**src/rtl/gru_cell_seq.sv**
```systemverilog
// Sequential single-unit GRU cell; one shared multiplier stepped by an FSM, h carried between steps.
// Latency: accept at edge k -> out_valid after edge k+8. in_ready only in IDLE; OUT holds until out_ready.
module gru_cell_seq #(
    parameter int DATA_W = 8,
    parameter int FRAC_W = 4,
    parameter int W_Z    = 0,
    parameter int U_Z    = 0,
    parameter int B_Z    = 0,
    parameter int W_R    = 0,
    parameter int U_R    = 0,
    parameter int B_R    = 32,
    parameter int W_H    = 16,
    parameter int U_H    = 0,
    parameter int B_H    = 0
) (
    input  logic              clk,
    input  logic              rst_n,
    input  logic              in_valid,
    output logic              in_ready,
    input  logic [DATA_W-1:0] in_x,
    input  logic              in_first,
    input  logic              in_last,
    input  logic [DATA_W-1:0] h_init,
    output logic              out_valid,
    input  logic              out_ready,
    output logic [DATA_W-1:0] out_h,
    output logic              out_last
);

    localparam int MUL_W = DATA_W + 1;
    localparam int ACC_W = 2 * DATA_W + 2;

    localparam logic signed [DATA_W-1:0] W_Z_C = DATA_W'(W_Z);
    localparam logic signed [DATA_W-1:0] U_Z_C = DATA_W'(U_Z);
    localparam logic signed [DATA_W-1:0] W_R_C = DATA_W'(W_R);
    localparam logic signed [DATA_W-1:0] U_R_C = DATA_W'(U_R);
    localparam logic signed [DATA_W-1:0] W_H_C = DATA_W'(W_H);
    localparam logic signed [DATA_W-1:0] U_H_C = DATA_W'(U_H);
    localparam logic signed [ACC_W-1:0]  B_Z_A = ACC_W'(B_Z);
    localparam logic signed [ACC_W-1:0]  B_R_A = ACC_W'(B_R);
    localparam logic signed [ACC_W-1:0]  B_H_A = ACC_W'(B_H);

    localparam logic signed [ACC_W-1:0] ONE_A  = ACC_W'(2 ** FRAC_W);
    localparam logic signed [ACC_W-1:0] NONE_A = ACC_W'(-(2 ** FRAC_W));
    localparam logic signed [ACC_W-1:0] HALF_A = ACC_W'(2 ** (FRAC_W - 1));
    localparam logic signed [ACC_W-1:0] MAX_A  = ACC_W'(2 ** (DATA_W - 1) - 1);
    localparam logic signed [ACC_W-1:0] MIN_A  = ACC_W'(-(2 ** (DATA_W - 1)));

    typedef enum logic [3:0] {
        S_IDLE, S_Z0, S_Z1, S_R0, S_R1, S_RH, S_H0, S_H1, S_UPD, S_OUT
    } state_t;

    state_t                    state_q, state_d;
    logic signed [DATA_W-1:0]  x_q, x_d;
    logic                      last_q, last_d;
    logic signed [DATA_W-1:0]  h_q, h_d;
    logic signed [ACC_W-1:0]   acc_q, acc_d;
    logic signed [DATA_W-1:0]  z_q, z_d;
    logic signed [DATA_W-1:0]  r_q, r_d;
    logic signed [DATA_W-1:0]  rh_q, rh_d;
    logic signed [DATA_W-1:0]  hc_q, hc_d;
    logic [DATA_W-1:0]         out_h_q, out_h_d;
    logic                      out_last_q, out_last_d;
    logic                      out_valid_q, out_valid_d;

    logic signed [MUL_W-1:0]   mul_a, mul_b;
    logic signed [ACC_W-1:0]   mul_p, mul_s;
    logic signed [ACC_W-1:0]   acc_sum;
    logic signed [MUL_W-1:0]   diff;
    logic signed [ACC_W-1:0]   h_sum;
    logic signed [DATA_W-1:0]  h_new;

    function automatic logic signed [DATA_W-1:0] f_sig(input logic signed [ACC_W-1:0] a);
        logic signed [ACC_W-1:0] t;
        t = (a >>> 2) + HALF_A;
        if (t[ACC_W-1]) begin
            t = '0;
        end else if (t > ONE_A) begin
            t = ONE_A;
        end
        return t[DATA_W-1:0];
    endfunction

    function automatic logic signed [DATA_W-1:0] f_tanh(input logic signed [ACC_W-1:0] a);
        logic signed [ACC_W-1:0] t;
        t = a;
        if (t > ONE_A) begin
            t = ONE_A;
        end else if (t < NONE_A) begin
            t = NONE_A;
        end
        return t[DATA_W-1:0];
    endfunction

    // Operand select for the single shared multiplier; one product per state.
    always_comb begin
        mul_a = '0;
        mul_b = '0;
        diff  = MUL_W'(hc_q) - MUL_W'(h_q);
        unique case (state_q)
            S_Z0:  begin mul_a = MUL_W'(x_q);  mul_b = MUL_W'(W_Z_C); end
            S_Z1:  begin mul_a = MUL_W'(h_q);  mul_b = MUL_W'(U_Z_C); end
            S_R0:  begin mul_a = MUL_W'(x_q);  mul_b = MUL_W'(W_R_C); end
            S_R1:  begin mul_a = MUL_W'(h_q);  mul_b = MUL_W'(U_R_C); end
            S_RH:  begin mul_a = MUL_W'(r_q);  mul_b = MUL_W'(h_q);   end
            S_H0:  begin mul_a = MUL_W'(x_q);  mul_b = MUL_W'(W_H_C); end
            S_H1:  begin mul_a = MUL_W'(rh_q); mul_b = MUL_W'(U_H_C); end
            S_UPD: begin mul_a = MUL_W'(z_q);  mul_b = diff;          end
            default: begin mul_a = '0; mul_b = '0; end
        endcase
    end

    assign mul_p   = mul_a * mul_b;
    assign mul_s   = mul_p >>> FRAC_W;
    assign acc_sum = acc_q + mul_s;

    always_comb begin
        h_sum = ACC_W'(h_q) + mul_s;
        if (h_sum > MAX_A) begin
            h_sum = MAX_A;
        end else if (h_sum < MIN_A) begin
            h_sum = MIN_A;
        end
        h_new = h_sum[DATA_W-1:0];
    end

    always_comb begin
        state_d     = state_q;
        x_d         = x_q;
        last_d      = last_q;
        h_d         = h_q;
        acc_d       = acc_q;
        z_d         = z_q;
        r_d         = r_q;
        rh_d        = rh_q;
        hc_d        = hc_q;
        out_h_d     = out_h_q;
        out_last_d  = out_last_q;
        out_valid_d = out_valid_q;
        unique case (state_q)
            S_IDLE: begin
                if (in_valid) begin
                    x_d     = in_x;
                    last_d  = in_last;
                    state_d = S_Z0;
                    if (in_first) begin
                        h_d = h_init;
                    end
                end
            end
            S_Z0: begin
                acc_d   = mul_s + B_Z_A;
                state_d = S_Z1;
            end
            S_Z1: begin
                z_d     = f_sig(acc_sum);
                state_d = S_R0;
            end
            S_R0: begin
                acc_d   = mul_s + B_R_A;
                state_d = S_R1;
            end
            S_R1: begin
                r_d     = f_sig(acc_sum);
                state_d = S_RH;
            end
            S_RH: begin
                // r is within [0,1.0], so r*h never exceeds |h|.
                rh_d    = mul_s[DATA_W-1:0];
                state_d = S_H0;
            end
            S_H0: begin
                acc_d   = mul_s + B_H_A;
                state_d = S_H1;
            end
            S_H1: begin
                hc_d    = f_tanh(acc_sum);
                state_d = S_UPD;
            end
            S_UPD: begin
                h_d         = h_new;
                out_h_d     = h_new;
                out_last_d  = last_q;
                out_valid_d = 1'b1;
                state_d     = S_OUT;
            end
            S_OUT: begin
                if (out_ready) begin
                    out_valid_d = 1'b0;
                    state_d     = S_IDLE;
                end
            end
            default: begin
                state_d = S_IDLE;
            end
        endcase
    end

    always_ff @(posedge clk or negedge rst_n) begin
        if (!rst_n) begin
            state_q     <= S_IDLE;
            x_q         <= '0;
            last_q      <= 1'b0;
            h_q         <= '0;
            acc_q       <= '0;
            z_q         <= '0;
            r_q         <= '0;
            rh_q        <= '0;
            hc_q        <= '0;
            out_h_q     <= '0;
            out_last_q  <= 1'b0;
            out_valid_q <= 1'b0;
        end else begin
            state_q     <= state_d;
            x_q         <= x_d;
            last_q      <= last_d;
            h_q         <= h_d;
            acc_q       <= acc_d;
            z_q         <= z_d;
            r_q         <= r_d;
            rh_q        <= rh_d;
            hc_q        <= hc_d;
            out_h_q     <= out_h_d;
            out_last_q  <= out_last_d;
            out_valid_q <= out_valid_d;
        end
    end

    assign in_ready  = (state_q == S_IDLE);
    assign out_valid = out_valid_q;
    assign out_h     = out_h_q;
    assign out_last  = out_last_q;

endmodule

```
**config.mk**
```make
export PLATFORM = sky130hd
export DESIGN_NAME = gru_cell_seq
export DESIGN_NICKNAME = d
export VERILOG_FILES = /design/src/rtl/gru_cell_seq.sv
export SDC_FILE = /design/constraint.sdc
export NUM_CORES = 1
export LEC_CHECK = 0
export ABC_AREA = 1
export CORE_UTILIZATION = 28
export CTS_BUF_LIST = sky130_fd_sc_hd__clkbuf_4 sky130_fd_sc_hd__clkbuf_8
export CTS_CLUSTER_SIZE = 28
export DETAILED_ROUTE_END_ITERATION = 8
export PLACE_DENSITY = 0.47
export SYNTH_ARGS = -nofsm -noshare
export SYNTH_HDL_FRONTEND = slang
export SYNTH_SLANG_ARGS = --single-unit
```
**constraint.sdc**
```tcl
create_clock -name clk -period 11.25 [get_ports clk]
set_clock_uncertainty 0.1 [all_clocks]
set_input_delay 1.6875 -clock clk [delete_from_list [all_inputs] [get_ports clk]]
set_output_delay 1.6875 -clock clk [all_outputs]
set_load 0.02 [all_outputs]
```
Word-level counts from Yosys, hierarchy flattened:

Cells that the tools add are included.

* multipliers: 1
* div/mod/pow operators: 0
* eq/ne operators: 12
* reduce and logical (&&, ||, !) cells: 11
* shifts and indexed selects: 0
* order comparisons: 5
* mux-type cells: 17
* add/sub/neg operators: 5
* bitwise operators: 0

Operator list (number)
* 2-to-1 mux 8 bit: 8
* one-hot mux 9 bit (5 select lines): 1
* one-hot mux 4 bit (10 select lines): 1
* one-hot mux 18 bit (2 select lines): 1
* one-hot mux 9 bit (3 select lines): 1
* adder 18 x 14 -> 18 bit: 1
* greater-than comparator 18 x 6 -> 1 bit (second input constant): 1
* < comparator 18 x 5 -> 1 bit (second input constant): 1
* multiplier 9 x 9 -> 18 bit: 1
* adder 16 x 5 -> 17 bit (second input constant): 1
* greater-than comparator 17 x 6 -> 1 bit (second input constant): 1
* equality test 4 x 3 -> 1 bit (second input constant): 4
* one-hot mux 8 bit (2 select lines): 1
* adder 14 x 7 -> 15 bit (second input constant): 1
* adder 8 x 14 -> 15 bit: 1
* greater-than comparator 15 x 8 -> 1 bit (second input constant): 1
* < comparator 15 x 8 -> 1 bit (second input constant): 1
* subtractor 8 x 8 -> 9 bit: 1
* equality test 4 x 2 -> 1 bit (second input constant): 2
* equality test 4 bit (second input constant): 2
* 2-to-1 mux 4 bit: 2
* AND reduction 2 bit: 3
* nonzero test 2 bit: 3
* equality test 4 x 1 -> 1 bit (second input constant): 1
* 8 further kinds: 10

* memory bits (writable): 0
* flip-flop bits (word level): 81
* bits of input ports: 22
* latch bits: 0
* output and inout bits: 11
* memory bits (read-only): 0
* memories kept: 0
* word-level logic and storage cells: 63

Logic depth before layout (Yosys ltp):

Gate-level depths: netlist (run 1).

* depth after elaboration: 9
* depth in mapped cells: 57
* depth with buffers taken out: 57

Least setup slack after synthesis (run 1):

Ideal clock, no wire load.

* kind: register to register
* start point: register h_q[0]
* end point: register z_q[1]
* buffers on the path: 0
* stages on the path, launching flop included: 46
* arrival time: 7.602 ns
* data required time: 11.072 ns
* period minus slack after synthesis: 7.780 ns
* setup time: 0.078 ns
* path slack: 3.470 ns
* cell sequence: dfrtp_1 ha_1 inv_1 fa_1 nand2_1 nand2_1 nand2_1 nand2_1 nand2_1 nand2_1 a21oi_1 nor2_1 nor4_1 o21ai_0 nand2_1 nand2_1 fa_1 fa_1 [... 10 more ...] ha_1 nand2_2 nor2_2 nand2_1 nand3_2 nand2_1 nand2_2 ha_1 nand3_2 nor2_4 nand3_1 nand2_1 nand2_1 nor2_1 nand3_2 nor2_4 nand3_2 a21oi_1

* cells in the longest elaborated chain, start to end: 8
* elaborated cells on any way between the ends: 9
* classes of those cells: 3 x add/sub; 1 x mul; 1 x order compare; 4 x mux

RTL lines
* start: declaration: RTL line 56 `logic signed [DATA_W-1:0] h_q, h_d;`
* start signal: assignment: RTL line 204 `h_q <= '0;`
* start signal: assignment: RTL line 217 `h_q <= h_d;`
* subtractor 8 x 8 -> 9 bit: RTL line 99 `diff = MUL_W'(hc_q) - MUL_W'(h_q);`
* one-hot mux 9 bit (3 select lines): RTL line 100 `unique case (state_q)`
* multiplier 9 x 9 -> 18 bit *: RTL line 113 `assign mul_p = mul_a * mul_b;`
* named net mul_p[9]: RTL line 67 `logic signed [ACC_W-1:0] mul_p, mul_s;`
* adder 18 x 14 -> 18 bit *: RTL line 115 `assign acc_sum = acc_q + mul_s;`
* adder 16 x 5 -> 17 bit *: RTL line 75 `t = (a >>> 2) + HALF_A;`
* greater-than comparator 17 x 6 -> 1 bit: RTL line 78 `end else if (t > ONE_A) begin`
* 2-to-1 mux 8 bit: RTL line 78
* 2-to-1 mux 8 bit *: RTL line 76 `if (t[ACC_W-1]) begin`
* end signal: assignment: RTL line 219 `z_q <= z_d;`
* end: declaration: RTL line 58 `logic signed [DATA_W-1:0] z_q, z_d;`

Mark *: on every way through the listed nets, which the timed path passes. The rest lies on a longest branch.
A chain may end at the register's enable or synchronous reset.

Worst setup path after layout (run 1):

* start point: register state_q[0]
* end point: register r_q[3]

* cells in the longest elaborated chain, start to end: 9
* elaborated cells on any way between the ends: 18
* classes of those cells: 2 x add/sub; 1 x mul; 1 x order compare; 8 x eq/ne; 4 x mux; 2 x reduce/logical

RTL lines
* start: declaration: RTL line 53 `state_t state_q, state_d;`
* start signal: assignment: RTL line 214 `state_q <= state_d;`
* equality test 4 x 3 -> 1 bit (tied with other cells): RTL line 100
* OR reduction 3 bit (no source line) or OR reduction 2 bit (tied branches)
* one-hot mux 9 bit (5 select lines): RTL line 100
* multiplier 9 x 9 -> 18 bit *: RTL line 113
* named net mul_p[11]: RTL line 67
* adder 18 x 14 -> 18 bit *: RTL line 115
* adder 16 x 5 -> 17 bit *: RTL line 75
* greater-than comparator 17 x 6 -> 1 bit: RTL line 78
* 2-to-1 mux 8 bit: RTL line 78
* 2-to-1 mux 8 bit *
* end signal: assignment: RTL line 220 `r_q <= r_d;`
* end: declaration: RTL line 59 `logic signed [DATA_W-1:0] r_q, r_d;`

Marked as above.

==> run_results.csv, run 1 <==
group,metric,value,unit
sta,fin_ws,1.92,ns
setup_path,crit_family,"simple AND/OR/NAND/NOR gates",
setup_path,cp-start-kind,"flip-flop",
sta,fmax,107,MHz
synthesis,yosys_warnings,0,
setup_path,crit_path_frequent_cell,"nand2_1",
setup_path,crit_buf_inv,9,
clock_network,cts_tree,"built",
clock_network,cts_made_buffers,9,
synthesis,synth-seq-cells,78,
global_route,grtUsageTotal,16.8,%
final_layout,diodes,0,
sta,maxSlewHeadroom,18.4,%
die,fp-row-count,65,
setup_path,crit_path_end_kind,"flip-flop",
synthesis,synth_top_cell_by_area,"dfrtp_1",
synthesis,ys_seq_area_share,21.2,%
die,core-area,0.0320,mm2
synthesis,yosys-top-cells-area,"dfrtp_1, nand2_1, fa_1",
final_layout,syn_to_final_growth,11.7,%
drt,drc,0,
setup_path,max_stage_delay,0.57,ns
setup_path,crit_cells,43,
clock_network,cts.path.max_buffers,2,
placement,pre_cts_slack,1.98,ns
setup_path,crit_type,"flip-flop to flip-flop",
drt,routedWlPerCell,15.4,um
clock_network,htree_levels,3,
drt,vias,8341,
synthesis,yosysMostFrequentCell,"nand2_1",
global_route,grt_max_degree,54,
synthesis,synth_cells,1309,
setup_path,cp_data_required_time,11.45,ns
clock_network,clock-root-buffer,"clkbuf_8",
global_route,grt_pass1_wl,43800,um
worst_hold_path,min_path_type,"flip-flop to flip-flop",
sta,finalSetupViolations,0,
drt,route.met3.wl,862,um
placement,hpwl,22900,um
clock_network,cts-resized-gates,0,
clock_network,insertion_delay,0.38,ns
global_route,grt_pass1_vias,8168,
synthesis,synth_common_cells,"nand2_1, inv_1, nor2_1",
sta,finalSetupTns,0,ns
die,start_util,28.8,%
final_layout,drive_gt1_share,6.34,%
setup_path,crit_slowest_cell,"o21ai_0",
sta,final_max_slew_viol_count,0,
drt,via_per_inst,4.66,
synthesis,synth_ff_type,"dfrtp_1",
sta,period_share,82.9,%
die,die_w,183,um
drt,highest-signal-layer,"met4",
synthesis,syn_area,0.00919,mm2
drt,first_pass_iters,5,
die,ios,33,
sta,min_period,9.33,ns
setup_path,critPathMaxFanout,23,
global_route,antenna_found_initial,0,
drt,wl_met1,13400,um
sta,rsz0062_at_grt,"no",
setup_path,ff2ff_path_depth,43,
clock_network,post-cts-setup-buffer-count,0,
synthesis,yosysUniqueCellTypes,44,
placement,portBuffers,32,
drt,drt-total-wl,27600,um
job,drv_cap,0,
die,die_area,0.0336,mm2
die,die_y,183,um
global_route,overflow,0,
sta,worst_pin_slew,1.22,ns
synthesis,synth_nets,1475,
synthesis,avgSynthCellArea,7.02,um2
clock_network,cts_sinks,78,
synthesis,yosys.area.top_type_share,21.2,%
synthesis,async_flop_share,100,%
drt,dr_wl_met2,12900,um
clock_network,clk_pin_slew,0.10,ns
synthesis,synth-edff-count,0,
clock_network,cts_hold_buf,0,
worst_hold_path,whs_path_depth,2,
placement,place_congestion,0.891,
setup_path,cp.arrival,9.53,ns
drt,first_iter_violations,522,
final_layout,fin_nets,1517,
sta,hold_violations,0,
status,status,"completed",
drt,drtAntennaViolNets,0,
per-stage QoR:
step	cell area, um2	utilization [%]	hold slack (ns)	instances
after global routing	10300	32.1	0.421	1791
after CTS	10300	32.1	0.392	1791
after floorplan	9190	-	0.349	1309
after detailed placement	10100	31.6	0.368	1775
after global placement	10100	31.6	0.355	1775
final	10300	32.1	0.391	1791
layout by cell type, fill, tap and decap left out, drive strengths merged, types with 31 or more instances in the layout:
| cell | count |
|---|---|
| clkdlybuf4s50 | 31 |
| a21oi | 51 |
| nand3 | 95 |
| nor2 | 115 |
| fa | 70 |
| inv | 250 |
| ha | 74 |
| nand2 | 398 |
| o21ai | 50 |
| dfrtp | 78 |
worst register-to-register path: cells and delay by family, from the launching register on:
family	cells	cell delay, ns
flops	1	0.40
compound gates	3	0.78
fa+ha+maj	7	3.29
buf+inv	9	1.26
simple gates	24	3.44
cell families (layout without fill, tap and decap cells):
group	count (synthesis)	after routing	synth area share [%]
AO/OA/AOI/OAI	124	124	7.51
multiplexers	8	8	0.980
buffers and inverters	264	311	10.8
flip-flops	78	78	21.2
adder cells (fa/ha/maj)	144	144	25.3
XOR/XNOR	25	25	2.38
AND/OR/NAND/NOR	666	666	31.8
flip-flops by register name, summed over array words and instances, names as in the netlist:
signal	count
h_q	8
rh_q	8
hc_q	8
last_q	1
state_q	4
out_last	1
r_q	8
z_q	8
out_valid	1
out_h	8
x_q	8
acc_q	15
layout make-up:
type | instances | area (um2)
flip-flops and latches | 78 | 1950
fillers | 3458 | 21700
well taps | 435 | 544
clock buffers | 9 | 124
inverters | 252 | 946
repair buffers | 43 | 400
multi-input cells | 967 | 6250
clock inverters | 7 | 57.6
per-layer routing:
layer  vias up  track usage, %
met3        21            1.99
met5         -               0
met1      3974            23.2
met2       167            28.2
li1       4179               -
met4         0            3.43
path summary, 6_finish.rpt:
kind / startpoint / to / slack (ns)
min in group asynchronous: rst_n / out_last / 1.10
setup / recovery: state_q[0] / r_q[3] / 1.92
hold reg to reg: out_valid / out_valid / 0.39
max in group asynchronous: rst_n / acc_q[1] / 8.93
setup reg to reg: state_q[0] / r_q[3] / 1.92
hold / removal: out_valid / out_valid / 0.39
Power of run 1 is left out: the tool's default activity adds up to more than one toggle a clock period on the data nets, which glitch-free logic cannot reach.
==> run 2: changes to the inputs <==
PLACE_DENSITY = 0.48   (was 0.47)
clock period = 7.7 ns   (was 11.25 ns; I/O delays follow)
==> run 2 against run 1 <==
Register-to-register slack got worse by 2.2 ns. Global-route usage rose by 1.4 points. Maximum frequency is 18% higher. The run now ends with negative setup slack left. Core utilization is 10 points higher. Design area rose by 31%. Non-clock buffer count up 268. Worst setup slack got worse by 2.2 ns.
==> run_results.csv, run 2 (synthesized netlist as in run 1, its figures left out) <==
group,metric,value,unit
status,status,"complete, but fails checks",
status,violations,"negative setup slack",
setup_path,reg2reg_setup_slack,-0.24,ns
global_route,grt.met1_usage,24.7,%
sta,maxSlewHeadroom,19.8,%
drt,routedWlPerCell,14.5,um
die,die_y,183,um
final_layout,largest-register,"acc_q",
drt,vias,9277,
setup_path,crit_buf_inv,16,
setup_path,ff2ff_path_depth,42,
sta,rsz0062_at_grt,"yes",
global_route,grt_max_degree,53,
drt,drc,0,
setup_path,crit_path_start,"h_q[0]",
setup_path,critPathMaxFanout,8,
global_route,grtUsageTotal,18.2,%
drt,drtAntennaViolNets,0,
final_layout,drive_gt1_share,34.2,%
setup_path,crit_type,"flip-flop to flip-flop",
clock_network,insertion_delay,0.37,ns
global_route,grt_pass1_vias,9393,
clock_network,clock-root-buffer,"clkbuf_8",
die,die_w,183,um
drt,first_pass_iters,6,
drt,via_per_inst,4.51,
final_layout,largest_register_ffs,15,
placement,hpwl,24300,um
global_route,grt_pass1_wl,47900,um
sta,finalSetupViolations,31,
global_route,overflow,0,
job,drv_cap,0,
worst_hold_path,min_path_type,"flip-flop to flip-flop",
clock_network,cts_sinks,78,
clock_network,htree_levels,3,
global_route,busiest_layer,"met2",
setup_path,cp-start-kind,"flip-flop",
sta,final_max_slew_viol_count,0,
global_route,antenna_found_initial,0,
final_layout,n_fill_cell,3315,
clock_network,cts.path.max_buffers,2,
setup_path,max_stage_delay,0.53,ns
global_route,met2_usage,30.7,%
placement,place_congestion,0.959,
clock_network,cts_tree,"built",
final_layout,fin_nets,1785,
sta,fmax,126,MHz
setup_path,crit_slowest_cell,"fa_1",
setup_path,crit_path_end_kind,"flip-flop",
setup_path,r2r-start,"h_q[0]",
setup_path,crit_path_frequent_cell,"buf_4",
drt,drt-total-wl,29800,um
setup_path,rr_endpoint,"h_q[2]",
sta,finalSetupTns,-5.75,ns
worst_hold_path,min_to,"out_valid",
clock_network,cts_made_buffers,9,
setup_path,crit_family,"adder cells",
final_layout,diodes,0,
sta,min_period,7.94,ns
final_layout,syn_to_final_growth,46.9,%
die,start_util,28.8,%
final_layout,final_common_cell,"nand2_1",
worst_hold_path,worstHoldStart,"out_valid",
drt,first_iter_violations,511,
sta,period_share,103,%
sta,hold_violations,0,
die,die_area,0.0336,mm2
global_route,grt_use_met3,2.20,%
die,fp-row-count,65,
sta,worst_pin_slew,1.20,ns
setup_path,cp_data_required_time,7.91,ns
placement,portBuffers,32,
final_layout,final_cell_mix,"nand2_1, buf_4, inv_1",
worst_hold_path,whs_path_depth,2,
setup_path,crit_cells,42,
setup_path,cp.arrival,8.14,ns
clock_network,clk_pin_slew,0.10,ns
die,ios,33,
sta,fin_ws,-0.236,ns
die,core-area,0.0320,mm2
==> run 2: per-stage QoR <==
stage | utilization, % | hold WS (ns) | worst slack, ns | instances | area (um2)
after floorplan | - | 0.349 | 0.0107 | 1309 | 9210
final | 42.2 | 0.384 | -0.236 | 2059 | 13500
after global placement | 37.1 | 0.364 | -0.781 | 2008 | 11900
after detailed placement | 37.1 | 0.366 | -0.857 | 2008 | 11900
after global routing | 42.2 | 0.416 | -0.730 | 2059 | 13500
after CTS | 40.3 | 0.394 | -0.259 | 2050 | 12900
==> run 2: layer usage <==
metal	part of all wire, %	up-vias
met5	0	-
met4	1.6	0
met3	3.3	26
met2	48	151
met1	47	4386
li1	-	4714
==> run 2: worst max path at each step <==
stage                        end  slack [ns]
after floorplan           z_q[1]        0.01
after global routing      z_q[3]       -0.73
after detailed placement  z_q[1]       -0.86
after CTS                 z_q[1]       -0.26
after global placement    z_q[1]       -0.78
final                     h_q[2]       -0.24
==> run 2: timing repair <==
item                       4_1_cts  5_1_grt
hold buffers                     0        0
buffers inserted                26        9
pin swaps                       72       71
gates resized for setup        137      129
setup endpoints to repair       34       34
==> run 2: cell type report <==
class / instances / area, um2 / area share (%)
well taps: 435 / 544 / 4.03
clock buffers: 10 / 131 / 0.973
inverters: 252 / 948 / 7.02
clock inverters: 6 / 95.1 / 0.704
repair buffers: 311 / 2470 / 18.3
multi-input cells: 967 / 7360 / 54.5
flip-flops and latches: 78 / 1950 / 14.5
==> run 2: worst min-delay path, delay by kind of cell, from the launching register on <==
kind | cells | cell delay [ns]
flip-flops | 1 | 0.36
AND/OR/NAND/NOR | 2 | 0.10
Power of run 2 is left out for the same reason.
